File: config.mk
export PLATFORM = sky130hd
export DESIGN_NAME = l1_port_hakemi_flat
export DESIGN_NICKNAME = d
export VERILOG_FILES = /design/src/rtl/l1_port_hakemi_pkg.sv /design/src/rtl/l1_port_hakemi_if.sv /design/src/rtl/l1_port_hakemi_hakem_rr2.sv /design/src/rtl/l1_port_hakemi.sv /design/src/flat_wrapper.sv
export SDC_FILE = /design/constraint.sdc
export NUM_CORES = 1
export LEC_CHECK = 0
export CAP_MARGIN = 20
export CORE_AREA = 2 2 124 126
export CTS_CLUSTER_SIZE = 16
export DETAILED_ROUTE_END_ITERATION = 12
export DIE_AREA = 0 0 126 128
export PLACE_DENSITY = 0.6
export RECOVER_POWER = 100
export SYNTH_ARGS = -nofsm -noshare
export SYNTH_HDL_FRONTEND = slang
export SYNTH_HIERARCHICAL = 1
export SYNTH_SLANG_ARGS = --single-unit
File: constraint.sdc
create_clock -name clk_i -period 1.2 [get_ports clk_i]
set_input_delay 0.24 -clock clk_i [delete_from_list [all_inputs] [get_ports clk_i]]
set_output_delay 0.24 -clock clk_i [all_outputs]
set_load 0.005 [all_outputs]
File: src/rtl/l1_port_hakemi_pkg.sv
// Shared widths and arbiter state encodings for the L1 data-cache port arbiter.
// Debug logic can decode the state and owner with these definitions.
package l1_port_hakemi_pkg;

   localparam int L1_ADRES_BIT = 32;
   localparam int L1_VERI_BIT  = 32;
   localparam int L1_VERI_BYTE = L1_VERI_BIT / 8;

   typedef enum logic [1:0] {
      HAKEM_BOS   = 2'd0,
      HAKEM_ISTEK = 2'd1,
      HAKEM_YANIT = 2'd2
   } hakem_durum_e;

   function automatic logic [1:0] sahip_onehot(input logic aktif, input logic sahip);
      logic [1:0] oh;
      if (!aktif) begin
         oh = 2'b00;
      end else if (sahip) begin
         oh = 2'b10;
      end else begin
         oh = 2'b01;
      end
      return oh;
   endfunction

endpackage

File: src/rtl/l1_port_hakemi_if.sv
// One L1 data-cache port: valid/ready request channel plus valid/ready read-data channel.
// The master side issues requests; the slave side is the cache (or the arbiter facing a requester).
interface l1_port_hakemi_if;
   import l1_port_hakemi_pkg::*;

   logic                    istek_gecerli;
   logic [L1_ADRES_BIT-1:0] istek_adres;
   logic                    istek_onbellekleme;
   logic                    istek_yaz;
   logic [L1_VERI_BIT-1:0]  istek_veri;
   logic [L1_VERI_BYTE-1:0] istek_maske;
   logic                    istek_hazir;
   logic [L1_VERI_BIT-1:0]  veri;
   logic                    veri_gecerli;
   logic                    veri_hazir;

   modport master (
      output istek_gecerli, istek_adres, istek_onbellekleme, istek_yaz,
             istek_veri, istek_maske, veri_hazir,
      input  istek_hazir, veri, veri_gecerli
   );

   modport slave (
      input  istek_gecerli, istek_adres, istek_onbellekleme, istek_yaz,
             istek_veri, istek_maske, veri_hazir,
      output istek_hazir, veri, veri_gecerli
   );

endinterface

File: src/rtl/l1_port_hakemi_hakem_rr2.sv
// Two-way grant selector: a lone requester wins; ties go to the side that did not
// win last time, or always to i0 when fixed priority is selected.
module hakem_rr2 (
   input  logic [1:0] gecerli_i,
   input  logic       son_kazanan_i,
   input  logic       sabit_i,
   output logic       kazanan_o,
   output logic       talep_var_o
);

   // Winner decode from the current request pattern
   always_comb begin
      kazanan_o   = 1'b0;
      talep_var_o = |gecerli_i;
      case (gecerli_i)
         2'b01:   kazanan_o = 1'b0;
         2'b10:   kazanan_o = 1'b1;
         2'b11:   kazanan_o = sabit_i ? 1'b0 : ~son_kazanan_i;
         default: kazanan_o = 1'b0;
      endcase
   end

endmodule

File: src/rtl/l1_port_hakemi.sv
// Shares one L1 data-cache port between the data bus unit (i0) and a secondary master (i1).
// Only one transaction is in flight; the grant is held until the write is taken or the read data is consumed.
module l1_port_hakemi
   import l1_port_hakemi_pkg::*;
#(
   parameter int ADRES_BIT     = L1_ADRES_BIT,
   parameter int VERI_BIT      = L1_VERI_BIT,
   parameter int VERI_BYTE     = L1_VERI_BYTE,
   parameter int SABIT_ONCELIK = 0
) (
   input  logic                   clk_i,
   input  logic                   rstn_i,
   l1_port_hakemi_if.slave        i0,
   l1_port_hakemi_if.slave        i1,
   l1_port_hakemi_if.master       port,
   output logic [1:0]             hakem_sahip_o
);

   localparam logic SABIT_S = (SABIT_ONCELIK == 32'sd1);

   hakem_durum_e durum_q, durum_d;
   logic sahip_q, sahip_d;
   logic son_kazanan_q, son_kazanan_d;
   logic kazanan_s, talep_var_s;

   logic                 sec_gecerli_s;
   logic [ADRES_BIT-1:0] sec_adres_s;
   logic                 sec_onbellekleme_s;
   logic                 sec_yaz_s;
   logic [VERI_BIT-1:0]  sec_veri_s;
   logic [VERI_BYTE-1:0] sec_maske_s;
   logic                 sec_veri_hazir_s;

   hakem_rr2 u_hakem_rr2 (
      .gecerli_i     ({i1.istek_gecerli, i0.istek_gecerli}),
      .son_kazanan_i (son_kazanan_q),
      .sabit_i       (SABIT_S),
      .kazanan_o     (kazanan_s),
      .talep_var_o   (talep_var_s)
   );

   // Current owner's request fields and read-data readiness
   always_comb begin
      if (sahip_q) begin
         sec_gecerli_s      = i1.istek_gecerli;
         sec_adres_s        = i1.istek_adres;
         sec_onbellekleme_s = i1.istek_onbellekleme;
         sec_yaz_s          = i1.istek_yaz;
         sec_veri_s         = i1.istek_veri;
         sec_maske_s        = i1.istek_maske;
         sec_veri_hazir_s   = i1.veri_hazir;
      end else begin
         sec_gecerli_s      = i0.istek_gecerli;
         sec_adres_s        = i0.istek_adres;
         sec_onbellekleme_s = i0.istek_onbellekleme;
         sec_yaz_s          = i0.istek_yaz;
         sec_veri_s         = i0.istek_veri;
         sec_maske_s        = i0.istek_maske;
         sec_veri_hazir_s   = i0.veri_hazir;
      end
   end

   // Next-state logic and output decode; everything is idle/zero outside the owner's phase
   always_comb begin
      durum_d       = durum_q;
      sahip_d       = sahip_q;
      son_kazanan_d = son_kazanan_q;

      port.istek_gecerli      = 1'b0;
      port.istek_adres        = '0;
      port.istek_onbellekleme = 1'b0;
      port.istek_yaz          = 1'b0;
      port.istek_veri         = '0;
      port.istek_maske        = '0;
      port.veri_hazir         = 1'b0;
      i0.istek_hazir  = 1'b0;
      i0.veri         = '0;
      i0.veri_gecerli = 1'b0;
      i1.istek_hazir  = 1'b0;
      i1.veri         = '0;
      i1.veri_gecerli = 1'b0;

      case (durum_q)
         HAKEM_BOS: begin
            if (talep_var_s) begin
               sahip_d = kazanan_s;
               durum_d = HAKEM_ISTEK;
            end else begin
               durum_d = HAKEM_BOS;
            end
         end
         HAKEM_ISTEK: begin
            port.istek_gecerli      = sec_gecerli_s;
            port.istek_adres        = sec_adres_s;
            port.istek_onbellekleme = sec_onbellekleme_s;
            port.istek_yaz          = sec_yaz_s;
            port.istek_veri         = sec_veri_s;
            port.istek_maske        = sec_maske_s;
            if (sahip_q) begin
               i1.istek_hazir = port.istek_hazir;
            end else begin
               i0.istek_hazir = port.istek_hazir;
            end
            // Dropping valid before acceptance is an abort: the tie-break history is left alone
            if (!sec_gecerli_s) begin
               durum_d = HAKEM_BOS;
            end else if (port.istek_hazir) begin
               if (sec_yaz_s) begin
                  durum_d       = HAKEM_BOS;
                  son_kazanan_d = sahip_q;
               end else begin
                  durum_d = HAKEM_YANIT;
               end
            end else begin
               durum_d = HAKEM_ISTEK;
            end
         end
         HAKEM_YANIT: begin
            port.veri_hazir = sec_veri_hazir_s;
            if (sahip_q) begin
               i1.veri_gecerli = port.veri_gecerli;
               i1.veri         = port.veri;
            end else begin
               i0.veri_gecerli = port.veri_gecerli;
               i0.veri         = port.veri;
            end
            if (port.veri_gecerli && sec_veri_hazir_s) begin
               durum_d       = HAKEM_BOS;
               son_kazanan_d = sahip_q;
            end else begin
               durum_d = HAKEM_YANIT;
            end
         end
         default: begin
            durum_d = HAKEM_BOS;
         end
      endcase
   end

   // State register; i1 is recorded as last winner at reset so i0 takes the first tie
   always_ff @(posedge clk_i or negedge rstn_i) begin
      if (!rstn_i) begin
         durum_q       <= HAKEM_BOS;
         sahip_q       <= 1'b0;
         son_kazanan_q <= 1'b1;
      end else begin
         durum_q       <= durum_d;
         sahip_q       <= sahip_d;
         son_kazanan_q <= son_kazanan_d;
      end
   end

   assign hakem_sahip_o = sahip_onehot(durum_q != HAKEM_BOS, sahip_q);

endmodule

File: src/flat_wrapper.sv
// flat-port wrapper written by rule: the top's interface ports become plain ports
module l1_port_hakemi_flat import l1_port_hakemi_pkg::*;
#(
   parameter int ADRES_BIT     = L1_ADRES_BIT,
   parameter int VERI_BIT      = L1_VERI_BIT,
   parameter int VERI_BYTE     = L1_VERI_BYTE,
   parameter int SABIT_ONCELIK = 0
)
  (clk_i, rstn_i, hakem_sahip_o, i0_istek_gecerli, i0_istek_adres, i0_istek_onbellekleme, i0_istek_yaz, i0_istek_veri, i0_istek_maske, i0_veri_hazir, i0_istek_hazir, i0_veri, i0_veri_gecerli, i1_istek_gecerli, i1_istek_adres, i1_istek_onbellekleme, i1_istek_yaz, i1_istek_veri, i1_istek_maske, i1_veri_hazir, i1_istek_hazir, i1_veri, i1_veri_gecerli, port_istek_gecerli, port_istek_adres, port_istek_onbellekleme, port_istek_yaz, port_istek_veri, port_istek_maske, port_veri_hazir, port_istek_hazir, port_veri, port_veri_gecerli);
  l1_port_hakemi_if i0_i ();
  l1_port_hakemi_if i1_i ();
  l1_port_hakemi_if port_i ();
  input  logic clk_i;
  input  logic rstn_i;
  output logic [1:0] hakem_sahip_o;
  input wire logic [$bits(i0_i.istek_gecerli)-1:0] i0_istek_gecerli;
  input wire logic [$bits(i0_i.istek_adres)-1:0] i0_istek_adres;
  input wire logic [$bits(i0_i.istek_onbellekleme)-1:0] i0_istek_onbellekleme;
  input wire logic [$bits(i0_i.istek_yaz)-1:0] i0_istek_yaz;
  input wire logic [$bits(i0_i.istek_veri)-1:0] i0_istek_veri;
  input wire logic [$bits(i0_i.istek_maske)-1:0] i0_istek_maske;
  input wire logic [$bits(i0_i.veri_hazir)-1:0] i0_veri_hazir;
  output wire logic [$bits(i0_i.istek_hazir)-1:0] i0_istek_hazir;
  output wire logic [$bits(i0_i.veri)-1:0] i0_veri;
  output wire logic [$bits(i0_i.veri_gecerli)-1:0] i0_veri_gecerli;
  input wire logic [$bits(i1_i.istek_gecerli)-1:0] i1_istek_gecerli;
  input wire logic [$bits(i1_i.istek_adres)-1:0] i1_istek_adres;
  input wire logic [$bits(i1_i.istek_onbellekleme)-1:0] i1_istek_onbellekleme;
  input wire logic [$bits(i1_i.istek_yaz)-1:0] i1_istek_yaz;
  input wire logic [$bits(i1_i.istek_veri)-1:0] i1_istek_veri;
  input wire logic [$bits(i1_i.istek_maske)-1:0] i1_istek_maske;
  input wire logic [$bits(i1_i.veri_hazir)-1:0] i1_veri_hazir;
  output wire logic [$bits(i1_i.istek_hazir)-1:0] i1_istek_hazir;
  output wire logic [$bits(i1_i.veri)-1:0] i1_veri;
  output wire logic [$bits(i1_i.veri_gecerli)-1:0] i1_veri_gecerli;
  output wire logic [$bits(port_i.istek_gecerli)-1:0] port_istek_gecerli;
  output wire logic [$bits(port_i.istek_adres)-1:0] port_istek_adres;
  output wire logic [$bits(port_i.istek_onbellekleme)-1:0] port_istek_onbellekleme;
  output wire logic [$bits(port_i.istek_yaz)-1:0] port_istek_yaz;
  output wire logic [$bits(port_i.istek_veri)-1:0] port_istek_veri;
  output wire logic [$bits(port_i.istek_maske)-1:0] port_istek_maske;
  output wire logic [$bits(port_i.veri_hazir)-1:0] port_veri_hazir;
  input wire logic [$bits(port_i.istek_hazir)-1:0] port_istek_hazir;
  input wire logic [$bits(port_i.veri)-1:0] port_veri;
  input wire logic [$bits(port_i.veri_gecerli)-1:0] port_veri_gecerli;
  assign i0_i.istek_gecerli = i0_istek_gecerli;
  assign i0_i.istek_adres = i0_istek_adres;
  assign i0_i.istek_onbellekleme = i0_istek_onbellekleme;
  assign i0_i.istek_yaz = i0_istek_yaz;
  assign i0_i.istek_veri = i0_istek_veri;
  assign i0_i.istek_maske = i0_istek_maske;
  assign i0_i.veri_hazir = i0_veri_hazir;
  assign i0_istek_hazir = i0_i.istek_hazir;
  assign i0_veri = i0_i.veri;
  assign i0_veri_gecerli = i0_i.veri_gecerli;
  assign i1_i.istek_gecerli = i1_istek_gecerli;
  assign i1_i.istek_adres = i1_istek_adres;
  assign i1_i.istek_onbellekleme = i1_istek_onbellekleme;
  assign i1_i.istek_yaz = i1_istek_yaz;
  assign i1_i.istek_veri = i1_istek_veri;
  assign i1_i.istek_maske = i1_istek_maske;
  assign i1_i.veri_hazir = i1_veri_hazir;
  assign i1_istek_hazir = i1_i.istek_hazir;
  assign i1_veri = i1_i.veri;
  assign i1_veri_gecerli = i1_i.veri_gecerli;
  assign port_istek_gecerli = port_i.istek_gecerli;
  assign port_istek_adres = port_i.istek_adres;
  assign port_istek_onbellekleme = port_i.istek_onbellekleme;
  assign port_istek_yaz = port_i.istek_yaz;
  assign port_istek_veri = port_i.istek_veri;
  assign port_istek_maske = port_i.istek_maske;
  assign port_veri_hazir = port_i.veri_hazir;
  assign port_i.istek_hazir = port_istek_hazir;
  assign port_i.veri = port_veri;
  assign port_i.veri_gecerli = port_veri_gecerli;
  l1_port_hakemi #(.ADRES_BIT(ADRES_BIT), .VERI_BIT(VERI_BIT), .VERI_BYTE(VERI_BYTE), .SABIT_ONCELIK(SABIT_ONCELIK)) u_core (.clk_i(clk_i), .rstn_i(rstn_i), .i0(i0_i), .i1(i1_i), .port(port_i), .hakem_sahip_o(hakem_sahip_o));
endmodule
# Word level (Yosys, flattened, before mapping)
# Cells that the tools add are included.
[word_totals]
reg_bits = 4
inputBits = 180
output_inout_bits = 142
elab_cells = 59
[op_classes]
eq_ne = 8
muxes = 40
bitwise = 1
reduce_logical = 7
[op_table]
columns = ["cell", "n"]
rows = [
  ["$mux W32", 8],
  ["$mux W1", 21],
  ["$mux W2", 6],
  ["$mux W4", 2],
  ["$eq A2 B2 Y1 const B", 3],
  ["$ne A2 B1 Y1 const B", 3],
  ["$pmux W2 S3", 1],
  ["$reduce_and A5 Y1", 1],
  ["$pmux W1 S2", 2],
  ["$reduce_bool A2 Y1", 2],
  ["$eq A2 B1 Y1 const B", 1],
  ["$logic_not A2 Y1", 1],
  ["$ne A2 B2 Y1 const B", 1],
  ["$reduce_and A2 Y1", 1],
  ["$reduce_or A2 Y1", 1],
  ["$logic_and A1 B1 Y1", 1],
  ["$not A1 Y1", 1],
]

# Longest topological paths before layout
[depth]
ltp_word = 5
depth_mapped = 6
depth_no_buf = 4

# Hierarchy
# The synthesis kept the hierarchy.
[by_module_without_submodules]
columns = ["mod", "n_inst", "cells_each", "area_per_inst_um2", "seq_area_each_um2"]
rows = [
  ["l1_port_hakemi", 1, 263, 1803.0, 101.3],
  ["hakem_rr2", 1, 3, 17.5, 0.0],
]

# Worst setup path after synthesis
# No wires, ideal clock.
[synth_timing]
path_kind = "flip-flop to output port"
start = "register u_core.durum_q[0]"
end = "output i0_veri[10]"
t_arrival_ns = 1.089
required_time_ns = 0.960
path_slack_ns = -0.129
path_stages_with_launch = 5
path_buffers = 1
cell_sequence = "dfrtp_1 -> nand2b_4 -> nor2_2 -> clkbuf_1 -> and2_1"
[synth_between]
elab_chain_len = 2
[synth_lines]
columns = ["element", "line_no", "text"]
rows = [
  ["from (decl)", "l1_port_hakemi.sv:21", "hakem_durum_e durum_q, durum_d;"],
  ["from (signal assigned)", "l1_port_hakemi.sv:147", "durum_q <= durum_d;"],
  ["$eq A2 B2 Y1", "l1_port_hakemi.sv:83", "case (durum_q)"],
  ["$mux W32", "l1_port_hakemi.sv:83", ""],
  ["to (decl)", "flat_wrapper.sv:24", "output wire logic [$bits(i0_i.veri)-1:0] i0_veri;"],
]
# Every way passes these cells.

# Worst setup path after layout
[layout_timing]
start = "register u_core.sahip_q"
end = "output port_istek_adres[29]"
[layout_between]
elab_chain_len = 2
[layout_lines]
columns = ["element", "line_no", "text"]
rows = [
  ["from (decl)", "l1_port_hakemi.sv:22", "logic sahip_q, sahip_d;"],
  ["from (signal assigned)", "l1_port_hakemi.sv:148", "sahip_q <= sahip_d;"],
  ["$mux W32", "l1_port_hakemi.sv:44", "if (sahip_q) begin"],
  ["$mux W32", "l1_port_hakemi.sv:83", ""],
  ["to (decl)", "flat_wrapper.sv:37", "output wire logic [$bits(port_i.istek_adres)-1:0] port_istek_adres;"],
]
# Every way passes these cells.

==> results by group <==
CTS
  – Clock buffer depth: 2
  – Total CTS buffers: 3
  – H-tree depth: 1
  – Root Driver: clkbuf_16
  – TritonCTS clock tree: yes
  – Clock-pin slew on the worst setup and hold paths: 0.03 ns
  – CTS sink cnt: 4
  – Worst skew pair latency: 0.23 ns

Floorplanning
  – Core area: 0.0149 mm2
  – Die Y: 128 um
  – Die W: 126 um
  – Die ar.: 0.0161 mm2
  – Ports: 322
  – Site Rows: 45
  – Initial Util: 0.122

GRT
  – Largest net degree at the start of global routing: 35
  – Antenna violations before repair: 1
  – Grt total ovfl: 0
  – Total Routing Usage GR: 0.135
  – First-pass GRT wire length: 17.5 mm
  – Vias in the first global route: 3,305

Synth
  – Top post-synthesis cells by area: mux2i_1, and2_1, nor2_1
  – FF+latch count, synth: 4
  – Ys Warns: 6
  – Syn_area_per_cell: 6.84 um2
  – Area leader, netlist: mux2i_1
  – Seq/Total Area, Yosys: 0.0557
  – Synth top area share: 0.390
  – Synth Cell Area: 0.00182 mm2
  – Synth cell types: 28
  – Synth Instances: 266
  – Async SR Flop Fraction: 1.00
  – EDFF count, synth: 0
  – Net Count, Synth: 446
  – Synth Flop Type: dfrtp_1

Power and ir drop
  – Internal power: 5980 uW
  – Power per standard cell area: 1560 mW/mm2
  – Clock power frac: 0.055
  – Logic pwr share: 0.917
  – Sequential group share of total power: 0.028
  – P_sw: 3800 uW
  – VDD IR max: 0.659 mV
  – Total power: 9770 uW
  – Pleak: 0.00300 uW
  – Switch share: 0.388

Detailed routing
  – Routed met3 length: 1.10 mm
  – Antenna Violating Nets Remaining: 0
  – Routed wl met2: 7.37 mm
  – Post-route DRC: 0
  – Vias per cell: 4.06
  – Max layer used: met5
  – Total vias in the final route: 3,420
  – M1 wire length: 4.83 mm
  – DR iter-0 viols: 46
  – WL final: 13.5 mm
  – WL per Instance: 16.1 um
  – TritonRoute pass-1 iters: 4

Worst setup path
  – Worst-path fanout max: 8
  – Worst setup SP type: flop
  – CP arrival: 1.62 ns
  – Reg2reg start: u_core/sahip_q
  – Crit path launch: u_core/sahip_q
  – R2R setup slack: -0.55 ns
  – Worst EP required: 0.96 ns
  – Worst-path cell chain: buf_6 -> buf_6 -> buf_12 -> buf_8 -> buf_6 -> mux2i_1 -> nor2_1 -> buf_2
  – Slowest-stage cell, CP: dfrtp_4
  – Most frequent CP cell: buf_6
  – Crit. End Element: output pin
  – Largest stage delay, worst path: 0.49 ns
  – Crit path kind: flop to output pin
  – Cells on worst reg2reg path: 8

Run
  – Max-cap violations: 0

Timing
  – Setup TNS: -80.39 ns
  – Clock skew: 0.00181 ns
  – Setup violations, final: 146
  – Fmax: 537 MHz
  – Final setup slack of the worst path: -0.664 ns
  – RSZ-0062 raised after global routing: yes
  – Max-slew violations: 0
  – Crit path time final: 1.86 ns
  – Final hold vios: 0
  – Final period util: 1.55

Cells and area
  – Commonest cells after routing, fill and taps aside: clkdlybuf4s50_1, buf_6, and2_4
  – Layout cells sized above 1: 0.511
  – Antenna diode count: 0
  – Commonest non-fill, non-tap cell in the layout: clkdlybuf4s50_1
  – Fin nets: 836
  – P&R area growth vs syn: 244%
  – Post-Route Utilization: 0.421
  – Design Area, Final: 0.00626 mm2
  – Filler cells: 1,514
  – Area of the multi-input gates: 0.00193 mm2
  – Reg area: 105 um2

Placed design
  – Dpl hpwl: 9.48 mm
  – GPL Wtd Cong: 0.823
  – Port Buffers: 321
  – DP Area: 0.00546 mm2
  – Pre-CTS WS: -0.696 ns

Run status
  – Failing checks: setup timing
  – Status: complete, but fails checks

Min path
  – Hold WC Path Type: input pin to async pin
power groups by stage:
stage          combinational, uW  clock, uW  sequential [uW]
2_1_floorplan               3160          0              257
3_3_place_gp                6880          0              327
3_5_place_dp                6910          0              334
4_1_cts                     7680        544              270
5_1_grt                     9570        561              285
6_report                    8960        536              277
kinds of logic (layout without fill, tap and decap cells):
logic type,count (synthesis),after routing,share of synthesized area
AND/OR/NAND/NOR,156,156,0.432
AO/OA/AOI/OAI,7,7,0.0261
multiplexers,73,73,0.403
buffers and inverters,25,414,0.0811
other,1,1,0.00206
flip-flops,4,4,0.0557
stage by stage:
stage	instances	hold slack [ns]
global route	843	0.309
global placement	772	0.468
floorplan	266	-0.0556
detailed placement	772	0.469
finish	843	0.294
CTS	813	0.232
flip-flops by register name, indices dropped and copies added (netlist names):
register,flops
u_core/durum_q,2
u_core/sahip_q,1
u_core/son_kazanan_q,1
final timing paths:
check,to
worst max-delay path,port_istek_adres[29]
worst min-delay path,u_core/sahip_q
worst max register to register,u_core/son_kazanan_q
worst min register to register,u_core/durum_q[0]
max in group asynchronous,u_core/son_kazanan_q
min in group clk_i,u_core/durum_q[0]
cell type report:
| type | instances | share of cell area |
|---|---|---|
| Clock buffer | 4 | 0.0126 |
| Multi-Input combinational cell | 237 | 0.308 |
| Sequential cell | 4 | 0.0168 |
| Inverter | 1 | 0.000600 |
| Tap cell | 188 | 0.0376 |
| Timing Repair Buffer | 409 | 0.625 |
cell usage after synthesis (2+ instances only):
master	number
buf_2	10
a21oi_1	2
mux2i_1	71
clkbuf_1	3
clkbuf_2	3
buf_4	6
buf_6	2
nor2b_1	2
and2_2	2
nor2_1	80
mux2_2	2
and2_1	65
dfrtp_1	3
timing repair:
item                                    CTS  global route
hold buffers                              0             0
resized for setup                       441           253
cloned                                    6             8
pin swaps                                 9            34
endpoints found under the setup margin  146           146
hold endpoints to repair                  0             0
setup buffers                            33            28
critical path, delay by kind of cell, from the launching register on:
family / cells / cell delay (ns)
flip-flops: 1 / 0.49
multiplexers: 1 / 0.13
AND/OR/NAND/NOR: 1 / 0.05
buffers and inverters: 6 / 0.71
layer usage:
metal | vias up | track usage
met5 | - | 0
met1 | 1542 | 0.144
li1 | 1644 | -
met3 | 19 | 0.0359
met4 | 2 | 0.0291
met2 | 213 | 0.267
No activity file was read; power rests on OpenSTA's default activity.
